$ cat config.mk
export PLATFORM = sky130hd
export DESIGN_NAME = ex_mem_stage
export DESIGN_NICKNAME = d
export VERILOG_FILES = /design/src/rtl/ex_mem_stage_pkg.sv /design/src/rtl/ex_mem_stage_branch_resolve.sv /design/src/rtl/ex_mem_stage.sv
export SDC_FILE = /design/constraint.sdc
export NUM_CORES = 1
export LEC_CHECK = 0
export CAP_MARGIN = 20
export CORE_MARGIN = 2
export CORE_UTILIZATION = 30
export CTS_CLUSTER_DIAMETER = 80
export DETAILED_ROUTE_END_ITERATION = 8
export PLACE_DENSITY = 0.68
export SLEW_MARGIN = 20
export SYNTH_ARGS = -nofsm -noshare
export SYNTH_HDL_FRONTEND = slang
export SYNTH_HIERARCHICAL = 1
export SYNTH_SLANG_ARGS = --single-unit
$ cat constraint.sdc
create_clock -name clk -period 2.25 [get_ports clk]
set_clock_uncertainty 0.2 [all_clocks]
set_input_delay 0.3375 -clock clk [delete_from_list [all_inputs] [get_ports clk]]
set_output_delay 0.3375 -clock clk [all_outputs]
set_load 0.005 [all_outputs]
$ cat src/rtl/ex_mem_stage_pkg.sv
// Shared definitions for the EX/MEM pipeline stage: widths, exception codes,
// FSM state encoding and the registered MEM-stage payload.
package ex_mem_stage_pkg;

  localparam int unsigned DATA_W     = 32;
  localparam int unsigned REG_AW     = 5;
  localparam int unsigned EXC_CODE_W = 5;

  localparam logic [EXC_CODE_W-1:0] EXC_CODE_NONE = 5'h00;
  localparam logic [EXC_CODE_W-1:0] EXC_CODE_OV   = 5'h0C;

  typedef enum logic [1:0] {
    ST_EMPTY = 2'd0,
    ST_FULL  = 2'd1,
    ST_EXC   = 2'd2
  } state_e;

  typedef struct packed {
    logic [DATA_W-1:0] result;
    logic [DATA_W-1:0] store_data;
    logic [REG_AW-1:0] rd_addr;
    logic              reg_write;
    logic              mem_read;
    logic              mem_write;
    logic              branch_taken;
    logic [DATA_W-1:0] branch_target;
  } payload_t;

endpackage

$ cat src/rtl/ex_mem_stage_branch_resolve.sv
// Conditional branch decision from the ALU zero flag (beq/bne).
// Ports: branch_eq_i, branch_ne_i, zero_i in; taken_c_o combinational out.
module ex_mem_stage_branch_resolve (
  input  logic branch_eq_i,
  input  logic branch_ne_i,
  input  logic zero_i,
  output logic taken_c_o
);

  assign taken_c_o = (branch_eq_i & zero_i) | (branch_ne_i & ~zero_i);

endmodule

$ cat src/rtl/ex_mem_stage.sv
// Single-entry EX/MEM pipeline stage. Registers the ALU result, control bits
// and branch decision, turns trapping overflow into a held exception, and
// hands the payload to MEM over valid/ready.
// Ports: in_valid/in_ready + EX payload in; out_valid/out_ready + m_* payload
// out; exc_valid/exc_pc/exc_code out with exc_ack in; flush kills FULL/incoming;
// fwd_* forwarding tap, live only when EX_MEM_FWD_EN is defined (else tied 0).
module ex_mem_stage
  import ex_mem_stage_pkg::*;
(
  input  logic                  clk,
  input  logic                  rst_n,
  input  logic                  in_valid,
  output logic                  in_ready,
  input  logic [DATA_W-1:0]     alu_result,
  input  logic                  alu_zero,
  input  logic                  alu_overflow,
  input  logic                  trap_ovf,
  input  logic [DATA_W-1:0]     store_data,
  input  logic [REG_AW-1:0]     rd_addr,
  input  logic                  reg_write,
  input  logic                  mem_read,
  input  logic                  mem_write,
  input  logic                  branch_eq,
  input  logic                  branch_ne,
  input  logic [DATA_W-1:0]     branch_target,
  input  logic [DATA_W-1:0]     pc,
  input  logic                  flush,
  output logic                  out_valid,
  input  logic                  out_ready,
  output logic [DATA_W-1:0]     m_result,
  output logic [DATA_W-1:0]     m_store_data,
  output logic [REG_AW-1:0]     m_rd_addr,
  output logic                  m_reg_write,
  output logic                  m_mem_read,
  output logic                  m_mem_write,
  output logic                  m_branch_taken,
  output logic [DATA_W-1:0]     m_branch_target,
  output logic                  exc_valid,
  output logic [DATA_W-1:0]     exc_pc,
  output logic [EXC_CODE_W-1:0] exc_code,
  input  logic                  exc_ack,
  output logic                  fwd_valid,
  output logic [REG_AW-1:0]     fwd_addr,
  output logic [DATA_W-1:0]     fwd_data
);

  state_e                  state_q, state_d;
  payload_t                pay_q, pay_d;
  logic [DATA_W-1:0]       exc_pc_q, exc_pc_d;
  logic [EXC_CODE_W-1:0]   exc_code_q, exc_code_d;
  logic                    taken_c;
  logic                    in_ready_c;
  logic                    accept_c;
  logic                    trap_c;

  ex_mem_stage_branch_resolve u_branch_resolve (
    .branch_eq_i (branch_eq),
    .branch_ne_i (branch_ne),
    .zero_i      (alu_zero),
    .taken_c_o   (taken_c)
  );

  // Ready is held low while reset is asserted so every output reads 0.
  assign in_ready_c = rst_n & ((state_q == ST_EMPTY) | ((state_q == ST_FULL) & out_ready));
  assign accept_c   = in_valid & in_ready_c & ~flush;
  assign trap_c     = alu_overflow & trap_ovf;

  // State register and payload/exception registers.
  always_ff @(posedge clk or negedge rst_n) begin
    if (!rst_n) begin
      state_q    <= ST_EMPTY;
      pay_q      <= '0;
      exc_pc_q   <= '0;
      exc_code_q <= EXC_CODE_NONE;
    end else begin
      state_q    <= state_d;
      pay_q      <= pay_d;
      exc_pc_q   <= exc_pc_d;
      exc_code_q <= exc_code_d;
    end
  end

  // Next-state, payload capture and exception capture.
  always_comb begin
    state_d    = state_q;
    pay_d      = pay_q;
    exc_pc_d   = exc_pc_q;
    exc_code_d = exc_code_q;

    case (state_q)
      ST_EMPTY: begin
        if (accept_c) state_d = trap_c ? ST_EXC : ST_FULL;
      end
      ST_FULL: begin
        if (flush) begin
          state_d = ST_EMPTY;
        end else if (out_ready) begin
          if (accept_c) state_d = trap_c ? ST_EXC : ST_FULL;
          else          state_d = ST_EMPTY;
        end
      end
      ST_EXC: begin
        if (exc_ack) state_d = ST_EMPTY;
      end
      default: state_d = ST_EMPTY;
    endcase

    if (accept_c && !trap_c) begin
      pay_d.result        = alu_result;
      pay_d.store_data    = store_data;
      pay_d.rd_addr       = rd_addr;
      pay_d.reg_write     = reg_write & (rd_addr != '0);
      pay_d.mem_read      = mem_read;
      pay_d.mem_write     = mem_write;
      pay_d.branch_taken  = taken_c;
      pay_d.branch_target = branch_target;
    end

    if (accept_c && trap_c) begin
      exc_pc_d   = pc;
      exc_code_d = EXC_CODE_OV;
    end else if ((state_q == ST_EXC) && (state_d == ST_EMPTY)) begin
      exc_pc_d   = '0;
      exc_code_d = EXC_CODE_NONE;
    end

    // Side-effect bits must never survive outside FULL.
    if (state_d != ST_FULL) begin
      pay_d.reg_write    = 1'b0;
      pay_d.mem_read     = 1'b0;
      pay_d.mem_write    = 1'b0;
      pay_d.branch_taken = 1'b0;
    end
  end

  assign in_ready        = in_ready_c;
  assign out_valid       = (state_q == ST_FULL);
  assign exc_valid       = (state_q == ST_EXC);
  assign exc_pc          = exc_pc_q;
  assign exc_code        = exc_code_q;
  assign m_result        = pay_q.result;
  assign m_store_data    = pay_q.store_data;
  assign m_rd_addr       = pay_q.rd_addr;
  assign m_reg_write     = pay_q.reg_write;
  assign m_mem_read      = pay_q.mem_read;
  assign m_mem_write     = pay_q.mem_write;
  assign m_branch_taken  = pay_q.branch_taken;
  assign m_branch_target = pay_q.branch_target;

`ifdef EX_MEM_FWD_EN
  // Loads are excluded: their data is not known until MEM.
  assign fwd_valid = (state_q == ST_FULL) & pay_q.reg_write & ~pay_q.mem_read;
  assign fwd_addr  = pay_q.rd_addr;
  assign fwd_data  = pay_q.result;
`else
  assign fwd_valid = 1'b0;
  assign fwd_addr  = '0;
  assign fwd_data  = '0;
`endif

endmodule

==> flow_metrics.py <==
metrics = {
    "run_status": {
        "status": "completed",
    },
    "placed_design": {
        "dp.cells": 979,
        "postPlaceCellArea_um2": 9080,
        "gp_congestion": 0.746,
        "port_buffers": 288,
        "hpwl_um": 10900,
        "pre_cts_slack_ns": 0.0373,
    },
    "yosys": {
        "synth-seq-area-share": 0.590,
        "synth_compound_area_frac": 0.00548,
        "synthXorXnorAreaFrac": 0,
        "synth_area_leader_cell": "dfrtp_1",
        "synth_area_leaders": "dfrtp_1, mux2_2, mux2_4",
        "yosys.area_share.adder": 0,
        "ys_types": 23,
        "yosys.area_share.simple": 0.0411,
        "avgSynthCellArea_um2": 13.9,
        "syn_inst": 428,
        "synth_top_family_by_area": "multiplexers",
        "muxShareOfSynthArea": 0.267,
        "yosys_warnings": 6,
        "netlist_area_um2": 5930,
        "synth_top_area_share": 0.590,
        "ys_seq_elements": 140,
    },
    "drt": {
        "detail-route-antenna-nets": 0,
        "route.detailed.drc": 0,
        "wl_per_cell_um": 14.7,
        "totalWireLength_um": 14900,
        "via_per_inst": 4.06,
        "num_vias": 4110,
        "dr.first_iter.drc_count": 115,
        "drt_first_pass_iters": 4,
    },
    "clock_network": {
        "cts_sinks": 140,
        "cts_buffer_depth": 2,
        "post_cts_buffers": 0,
        "cts-buffers-inserted": 17,
        "ctsRootBufferMaster": "clkbuf_16",
        "htree_num_levels": 4,
        "clk_latency_ns": 0.41,
        "cts_tree": "done",
        "path_clk_slew_ns": 0.06,
    },
    "sta": {
        "rsz0062_at_grt": "no",
        "fin_crit_sh": 0.955,
        "setup_ws_ns": 0.101,
        "setup_viol": 0,
        "period_needed_ns": 2.15,
        "drv_slew": 0,
        "worstMarginPinSlew_ns": 0.792,
        "finalHoldViolations": 0,
        "tns_ns": 0,
        "slew_headroom": 0.472,
        "max_freq_mhz": 465,
    },
    "final_layout": {
        "final_area_um2": 9750,
        "area_growth_pct": 64.4,
        "layout-drive-gt1-share": 0.202,
        "diodes": 0,
        "finalNetCount": 881,
        "instances_no_fill": 1012,
    },
    "global_routing": {
        "grt_max_degree": 141,
        "grt_overflow": 0,
        "grt_pass1_vias": 4213,
        "grt_util_all_layers": 0.143,
        "antenna_found_initial": 0,
        "grt_pass1_wl_um": 22800,
    },
    "hold_path": {
        "min_to": "exc_pc[17]",
        "hold_path.class": "in2reg",
        "hold_path_depth": 3,
        "hp-start": "pc[17]",
    },
    "pwr": {
        "p_sw_frac": 0.241,
        "p_switching_mw": 2.12,
        "internal-power_mw": 6.66,
        "irDropWorstVdd_uv": 480,
        "p_clk_frac": 0.350,
        "combPwrFrac": 0.265,
        "power_density_nw_per_um2": 900,
        "p_leak_nw": 4.64,
        "pwr-share-seq": 0.386,
        "total_power_mw": 8.77,
    },
    "worst_setup_path": {
        "crit_path_top_delay_cell": "clkdlybuf4s50_1",
        "critPathTopFamily": "buffers and inverters",
        "max_stage_delay_ns": 0.49,
        "timing.rr.end": "m_result[28]",
        "start_kind": "register",
        "critPathRequiredTime_ns": 1.71,
        "crit_chain": "nand2b_4 > and2_1 > clkdlybuf4s50_1",
        "ff2ff_path_depth": 5,
        "setup.worst_path.class": "reg2out",
        "cp_data_arrival_time_ns": 1.61,
        "critPathMaxFanout": 6,
        "cp-startpoint": "state_q[0]",
        "crit_buf_inv": 1,
        "r2r_slack_ns": 0.49,
        "cp-end-kind": "output pin",
        "cp.depth": 3,
        "reg2reg_from": "state_q[0]",
    },
    "floorplan": {
        "die_h_um": 145,
        "coreArea_um2": 19500,
        "start_util": 0.305,
        "pin_count": 330,
        "die_area_um2": 20900,
        "fp.dieW_um": 145,
        "rows": 51,
    },
    "run": {
        "cap_violations": 0,
    },
}
## through the flow
step	utilization	hold WS, ns
after global routing	0.501	0.254
after global placement	0.467	0.263
final	0.501	0.260
after detailed placement	0.467	0.276
after floorplan	-	-0.158
after CTS	0.500	0.239
## power by group through the flow
stage / clock (mW) / sequential, mW / combinational [mW]
5_1_grt: 3.28 / 3.46 / 2.52
2_1_floorplan: 0 / 3.46 / 0.710
3_3_place_gp: 0 / 3.41 / 2.34
3_5_place_dp: 0 / 3.42 / 2.36
6_report: 3.07 / 3.38 / 2.32
4_1_cts: 3.16 / 3.39 / 2.36
## cell usage in the layout (no fill, tap or decap)
master,count
nor4b_1,1
nand2_1,39
mux2_4,31
mux2_2,66
mux2i_1,32
dlygate4sd3_1,1
nor2b_4,1
conb_1,41
clkbuf_16,17
nand3b_1,1
nor2b_1,3
buf_4,12
nand4_4,1
or4_1,1
inv_1,35
and2_1,1
nand2b_1,2
nand4b_1,1
clkinv_4,5
clkinv_2,1
mux2_1,5
inv_6,3
inv_8,1
a22oi_1,1
o21ai_0,5
bufinv_16,4
dfrtp_1,140
buf_6,1
buf_12,6
nand2b_4,1
clkdlybuf4s50_1,287
clkbuf_8,1
## how the worst max path moves through the flow
stage	to
global placement	m_branch_target[16]
floorplan	m_rd_addr[1]
global route	out_valid
CTS	in_ready
detailed placement	m_result[19]
finish	in_ready
## synthesized netlist by cell type, drive strengths merged
| library cell | instances |
|---|---|
| mux2 | 102 |
| o21ai | 5 |
| buf | 57 |
| nand4 | 1 |
| conb | 1 |
| nor2b | 4 |
| inv | 35 |
| nand2b | 3 |
| dfrtp | 140 |
| and2 | 1 |
| mux2i | 32 |
| or4 | 1 |
| nand2 | 39 |
| nor4b | 1 |
| nand3b | 1 |
| clkbuf | 3 |
| nand4b | 1 |
| a22oi | 1 |
## kinds of logic after synthesis
family,after synthesis
buf+inv,95
flops,140
simple gates,52
mux,134
compound gates,6
other cells,1
## repair_timing
item / 4_1_cts / 5_1_grt
hold buffers: 1 / 0
endpoints found under the hold margin: 140 / 0
setup endpoints to repair: 0 / 1
gates resized for setup: 0 / 2
## layout make-up
type / instances / area, um2
Timing Repair Buffer: 307 / 3100
Tap cell: 265 / 332
Fill cell: 1724 / 9710
Inverter: 35 / 131
Multi-Input combinational cell: 233 / 2040
Sequential cell: 140 / 3500
Clock buffer: 18 / 439
Clock inverter: 14 / 206
## state kept, by name, indices dropped and copies added (netlist names)
signal and cells:
m_branch_target 32, state_q 2, m_mem_read 1, exc_pc 32, m_rd_addr 5, exc_code 1, m_result 32, m_branch_taken 1
m_store_data 32, m_mem_write 1, m_reg_write 1
## worst min-delay path, delay by kind of cell
kind | cells | cell delay (ns)
buf+inv | 2 | 0.44
mux | 1 | 0.05
## routing by layer
metal  global-route usage  vias up  wire, um
met2                0.226      203      7030
met5                    0        -         0
met1                0.172     1953      5980
met3               0.0675       16      1610
li1                     -     1938         -
met4               0.0491        0       240
No activity file was read; power rests on OpenSTA's default activity.
